File: src/rtl/cmp_serial_cascade.sv
// Serial magnitude comparator: consumes two operands 2 bits per beat, MSB slice first,
// and presents equal/gt/lt for each completed word behind a valid/ready handshake.
module cmp_serial_cascade #(
    parameter int unsigned SLICES = 8
) (
    input  logic       clk,
    input  logic       rst_n,
    input  logic       in_valid,
    output logic       in_ready,
    input  logic       in_first,
    input  logic [1:0] a_slice,
    input  logic [1:0] b_slice,
    output logic       out_valid,
    input  logic       out_ready,
    output logic       equal,
    output logic       gt,
    output logic       lt,
    output logic       seq_err,
    output logic [7:0] word_cnt
);

    localparam int unsigned CW = $clog2(SLICES + 1);
    localparam logic [CW-1:0] LAST = CW'(SLICES);

    typedef enum logic [1:0] {IDLE, ACCUM, HOLD} state_t;

    state_t        state;
    logic [CW-1:0] cnt;
    logic          dgt;
    logic          dlt;

    logic          accept;
    logic          slice_gt;
    logic          slice_lt;
    logic          nxt_gt;
    logic          nxt_lt;
    logic [CW-1:0] cnt_inc;

    assign accept   = in_valid & in_ready;
    assign slice_gt = (a_slice > b_slice);
    assign slice_lt = (a_slice < b_slice);
    // The first differing slice (most significant) decides; later slices cannot override it.
    assign nxt_gt   = (dgt | dlt) ? dgt : slice_gt;
    assign nxt_lt   = (dgt | dlt) ? dlt : slice_lt;
    assign cnt_inc  = cnt + CW'(1);

    always_ff @(posedge clk or negedge rst_n) begin
        if (!rst_n) begin
            state     <= IDLE;
            cnt       <= '0;
            dgt       <= 1'b0;
            dlt       <= 1'b0;
            in_ready  <= 1'b0;
            out_valid <= 1'b0;
            equal     <= 1'b0;
            gt        <= 1'b0;
            lt        <= 1'b0;
            seq_err   <= 1'b0;
            word_cnt  <= '0;
        end else begin
            seq_err <= 1'b0;
            case (state)
                IDLE: begin
                    in_ready <= 1'b1;
                    if (accept) begin
                        if (in_first) begin
                            state <= ACCUM;
                            cnt   <= CW'(1);
                            dgt   <= slice_gt;
                            dlt   <= slice_lt;
                        end else begin
                            seq_err <= 1'b1;
                        end
                    end
                end
                ACCUM: begin
                    if (accept) begin
                        if (in_first) begin
                            // Framing restart: the partial word is abandoned.
                            cnt     <= CW'(1);
                            dgt     <= slice_gt;
                            dlt     <= slice_lt;
                            seq_err <= 1'b1;
                        end else begin
                            cnt <= cnt_inc;
                            dgt <= nxt_gt;
                            dlt <= nxt_lt;
                            if (cnt_inc == LAST) begin
                                state     <= HOLD;
                                in_ready  <= 1'b0;
                                out_valid <= 1'b1;
                                gt        <= nxt_gt;
                                lt        <= nxt_lt;
                                equal     <= ~(nxt_gt | nxt_lt);
                            end
                        end
                    end
                end
                HOLD: begin
                    if (out_valid && out_ready) begin
                        state     <= IDLE;
                        cnt       <= '0;
                        dgt       <= 1'b0;
                        dlt       <= 1'b0;
                        in_ready  <= 1'b1;
                        out_valid <= 1'b0;
                        equal     <= 1'b0;
                        gt        <= 1'b0;
                        lt        <= 1'b0;
                        word_cnt  <= word_cnt + 8'd1;
                    end
                end
                default: state <= IDLE;
            endcase
        end
    end

endmodule
File: config.mk
export PLATFORM = sky130hd
export DESIGN_NAME = cmp_serial_cascade
export DESIGN_NICKNAME = d
export VERILOG_FILES = /design/src/rtl/cmp_serial_cascade.sv
export SDC_FILE = /design/constraint.sdc
export NUM_CORES = 1
export LEC_CHECK = 0
export BUFFER_PORTS_ARGS = -buffer_cell sky130_fd_sc_hd__buf_2
export CORE_ASPECT_RATIO = 0.8
export CORE_MARGIN = 3
export CORE_UTILIZATION = 49
export DETAILED_ROUTE_END_ITERATION = 8
export PLACE_DENSITY = 0.81
export SYNTH_ARGS = -nofsm -noshare
export SYNTH_HDL_FRONTEND = slang
export SYNTH_SLANG_ARGS = --single-unit
File: constraint.sdc
create_clock -name clk -period 2.05 [get_ports clk]
set_clock_uncertainty 0.05 [all_clocks]
set_input_delay 0.3075 -clock clk [delete_from_list [all_inputs] [get_ports clk]]
set_output_delay 0.3075 -clock clk [all_outputs]
set_load 0.02 [all_outputs]
Word level (Yosys, flattened, before mapping):

Cells that the tools add are included.

* register bits: 22
* input bits: 9
* output and inout bits: 14
* logic and storage cells: 89

* add/subtract/negate cells: 2
* $lt $le $gt $ge: 2
* equality and inequality tests: 9
* mux-type cells: 52
* bitwise gates (word level): 4
* reductions and logical operators: 9

Operator list (number)
* 1-bit 2-to-1 mux: 31
* 4-bit 2-to-1 mux: 5
* 5-bit AND reduction: 3
* 2-bit 2-to-1 mux: 6
* 2-bit inequality test, second input constant: 6
* 4-bit case mux with 3 select lines: 1
* 1-bit case mux with 2 select lines: 5
* 1-bit case mux with 3 select lines: 3
* 8-bit by 1-bit adder with 8-bit output, second input constant: 1
* 2-bit case mux with 3 select lines: 1
* 6-bit AND reduction: 1
* 4-bit by 1-bit adder with 4-bit output, second input constant: 1
* 4-bit == test, second input constant: 1
* 3-bit nonzero test: 1
* 2-bit by 1-bit == test with 1-bit output, second input constant: 1
* 2-bit == test, second input constant: 1
* 2-bit greater-than comparator: 1
* 2-bit logical NOT: 1
* 2-bit less-than comparator: 1
* 1-bit OR: 2
* 2-bit AND reduction: 1
* 2-bit nonzero test: 1
* 1-bit bitwise AND: 1
* 1-bit logical AND: 1
* 1-bit NOT: 1

Logic depth before layout (Yosys ltp):

* depth in word-level cells: 8
* depth in mapped cells: 7
* depth with buffers taken out: 6

Least setup slack after synthesis:

Ideal clock, no wire load.

* path type: register to register
* start point: reg state[0]
* end point: reg state[0]
* library setup time: 0.125 ns
* arrival time: 1.837 ns
* required time: 1.875 ns
* setup slack: 0.038 ns
* stages on the path, launching flop included: 7
* buffers on the path: 1
* clock period less this slack: 2.012 ns
* path through: dfrtp_1 -> ha_1 -> buf_2 -> a2bb2oi_1 -> or4_4 -> a21oi_1 -> mux2_2

* word-level cells in the longest chain between the ends: 3
* elaborated cells on any way between the ends: 11
* classes of those cells: 8 x eq/ne; 1 x mux; 2 x reduce/logical

Ends and longest elaborated chain
* start: declaration: RTL line 27 `state_t state;`
* start signal: assignment: RTL line 49 `state <= IDLE;`
* start signal: assignment: RTL line 67 `state <= ACCUM;`
* start signal: assignment: RTL line 89 `state <= HOLD;`
* 2-bit by 1-bit == test with 1-bit output (tied with other cells): RTL line 62 `case (state)`
* 2-bit inequality test (no source line)
* 6-bit AND reduction (no source line)

Several ways; a longest one is shown, not always the timed one.
A chain may end at the register's enable or synchronous reset.

Final worst setup path:

* start point: reg state[1]
* end point: reg lt

* word-level cells in the longest chain between the ends: 3
* elaborated cells on any way between the ends: 9
* classes of those cells: 6 x eq/ne; 1 x mux; 2 x reduce/logical

Ends and longest elaborated chain
* 2-bit by 1-bit == test with 1-bit output or 2-bit == test (tied branches): RTL line 62
* 2-bit inequality test (no source line) or 2-bit nonzero test (tied branches)
* 5-bit AND reduction (no source line)
* end signal: assignment: RTL line 93 `lt <= nxt_lt;`
* end: declaration: RTL line 17 `output logic lt,`

Several ways; a longest one is shown, not always the timed one.

==> impl_metrics.csv <==
group,metric,value,unit
placement,dpl.hpwl,2.05,mm
timing,tightest_slew,0.485,ns
synth,seq_area_frac_synth,42.7,%
drt,ant_nets,0,
timing,slew_headroom,67.6,%
global_route,grtUsageTotal,17.8,%
drt,drt-total-wl,2.65,mm
clock_network,clk-insertion-delay-late,0.30,ns
die,dieWidth,63.3,um
drt,drt_iter0_drc,65,
setup_path,timing.critical_path.buf_inv,3,
timing,max_freq,0.499,GHz
power,powerDensity,996,nW/um^2
outcome,status,"finished clean",
timing,whs,0.239,ns
die,die_h,51.9,um
timing,hold_viol_final,0,
timing,drv_slew,0,
synth,ys_ff_latch,22,
power,ir_worst_vdd,0.644,mV
setup_path,crit_required,2.20,ns
global_route,grt-ovfl-total,0,
timing,fin_crit,2.01,ns
power,p_clk_share,14.6,%
cells_and_area,n_antenna_cell,0,
clock_network,tritoncts,"yes",
synth,yosys.area.top_type_share,42.7,%
drt,wire_per_inst,14.0,um
clock_network,clock_sinks,22,
synth,synth-compound-area-share,18.1,%
power,p_sw_share,36.1,%
placement,port-buffer-count,22,
clock_network,clockBufferDepth,2,
drt,num_vias,1023,
cells_and_area,fillers,186,
timing,setup_violations,0,
placement,dpl_cell_area,1500,sq um
die,fp.coreArea,2330,sq um
synth,syn_nets,136,
power,p_switching,574,uW
timing,final.setup.tns,0,ns
cells_and_area,stdcell_count,190,
synth,synth.cell_area,1290,sq um
setup_path,worstSetupStartpointType,"flop",
placement,gp_congestion,0.816,
clock_network,root_buffer,"clkbuf_4",
synth,synth_top_area_cell,"dfrtp_1",
synth,synthAdderAreaFrac,8.74,%
global_route,grt_pass1_wl,4.69,mm
synth,netlist_top_cells_area,"dfrtp_1 43%, ha_1 8.7%, mux2_2 4.4%, xnor2_1 4.1%, inv_1 3.2%",
timing,rsz0062_at_grt,"yes",
placement,place_ws,-0.00737,ns
global_route,grt_pass1_vias,1060,
clock_network,cts_buffers,3,
power,finalPower,1.59,mW
setup_path,crit_top_cell,"buf_4",
drt,first_pass_iters,4,
cells_and_area,multi_input_area,714,sq um
timing,period_share,97.8,%
worst_hold_path,hold_class,"input port to flop",
die,num_rows,15,
power,p_leak,0.764,nW
die,start_util,55.4,%
synth,yosys_warnings,0,
cells_and_area,final_core_util,68.5,%
power,power_frac_seq,35.9,%
setup_path,cp_top_family,"buffers and inverters",
timing,fin_ws,0.0442,ns
cells_and_area,nNetsFinal,175,
synth,syn_avg_cell_area,10.9,sq um
cells_and_area,layout_common_cells,"22 x dfrtp_1, 22 x buf_2, 12 x buf_4, 10 x inv_1, 8 x nand2_1",
cells_and_area,fin_area,1600,sq um
synth,synth-simple-area-share,17.0,%
die,die-area,3290,sq um
synth,synth-edff-count,0,
setup_path,end_kind,"flop",
cells_and_area,drive_gt1_share,37.2,%
cells_and_area,synthToLayoutAreaGrowth,23.8,%
synth,syn_inst,118,
synth,synth_mux_area_share,5.15,%
synth,synth_top_family_by_area,"compound AO/OA/AOI/OAI gates",
setup_path,arrival,2.15,ns
setup_path,slowest_stage,"dfrtp_1",
global_route,grt_antenna_before_repair,0,
placement,dp_cells,182,
synth,async_flop_share,100,%
global_route,grt_start_max_net_pins,23,
job,drv_cap,0,
synth,synth_xor_area_share,4.76,%
synth,ys_types,38,
clock_network,htreeDepth,1,
setup_path,crit_fanout,4,
power,power_frac_comb,49.5,%
setup_path,max_stage_delay,0.41,ns
power,power.internal,1.02,mW
drt,vias_per_cell,5.38,
die,top_level_ports,23,
setup_path,path_class,"flop to flop",
synth,yosys_most_used_dff,"dfrtp_1",
cells_and_area,ff_latch_area,551,sq um
clock_network,clkTransAtPathRegs,0.11,ns
setup_path,crit_chain,"inv_2 > ha_2 > ha_1 > buf_4 > a2111oi_4 > buf_4 > mux2_2",
drt,drc,0,
sequential cells by signal, summed over array words and instances, names as in the netlist:
| signal | cells |
|---|---|
| gt | 1 |
| seq_err | 1 |
| dlt | 1 |
| word_cnt | 8 |
| equal | 1 |
| cnt | 4 |
| dgt | 1 |
| lt | 1 |
| state | 2 |
| out_valid | 1 |
| in_ready | 1 |
layer usage:
layer	up-vias	global-route usage, %	routed length [um]
met5	-	0	0
met3	4	4.97	121
met4	0	2.87	28
met2	23	29.8	1240
met1	490	23.4	1260
li1	506	-	-
Yosys cell counts, types with 2 or more instances:
master and instances:
a21oi_1 3, xnor2_1 6, dfrtp_1 22, nor2_1 3, a21boi_4 2, ha_1 9, nor3b_1 2, inv_1 11
a31o_2 2, mux2_2 5, nand4_1 2, nand3_1 7, nor3_1 3, a22o_1 4, and3_1 2, nor2b_1 2
nand2_1 8, o21ai_0 4, o211ai_1 2
worst paths after layout:
check | start | endpoint | slack, ns | cells after the start
max in group asynchronous | rst_n | word_cnt[2]$_DFFE_PN0P_ | 1.19 | 2
max reg2reg | state[1]$_DFFE_PN0P_ | lt$_DFFE_PN0P_ | 0.04 | 7
min in group asynchronous | rst_n | seq_err$_DFF_PN0_ | 0.43 | 2
max | state[1]$_DFFE_PN0P_ | lt$_DFFE_PN0P_ | 0.04 | 7
min reg2reg | word_cnt[7]$_DFFE_PN0P_ | word_cnt[7]$_DFFE_PN0P_ | 0.42 | 1
min | in_valid | seq_err$_DFF_PN0_ | 0.24 | 3
power by group through the flow:
stage / sequential [mW] / combinational [mW] / clock (mW)
after detailed placement: 0.583 / 0.724 / 0
after global routing: 0.581 / 0.863 / 0.263
after CTS: 0.571 / 0.754 / 0.244
after global placement: 0.578 / 0.704 / 0
final: 0.571 / 0.787 / 0.232
after floorplan: 0.634 / 0.443 / 0
cell families (layout without fill, tap and decap cells):
logic type | Yosys count | in the layout
AO/OA/AOI/OAI | 26 | 26
XOR/XNOR | 7 | 7
adder cells (fa/ha/maj) | 9 | 9
buffers and inverters | 12 | 50
flip-flops | 22 | 22
multiplexers | 6 | 6
AND/OR/NAND/NOR | 36 | 36
worst reg2reg max path, stage by stage (launching register included):
cell and delay (ns):
dfrtp_1 0.41, inv_2 0.07, ha_2 0.18, ha_1 0.19, buf_4 0.16, a2111oi_4 0.32, buf_4 0.20, mux2_2 0.33
final cells by class:
cell class | count | share of cell area (%)
Inverter | 11 | 2.59
Clock buffer | 4 | 2.27
Tap cell | 34 | 2.67
Sequential cell | 22 | 34.5
Timing Repair Buffer | 35 | 13.2
Multi-Input combinational cell | 84 | 44.8
repair_timing:
action,4_1_cts,5_1_grt
pin swaps,0,1
cloned,0,0
gates resized for setup,3,4
setup endpoints to repair,2,5
hold buffers,1,0
setup buffers,1,2
endpoints found under the hold margin,22,0
Power figures use the tool's default switching activity.
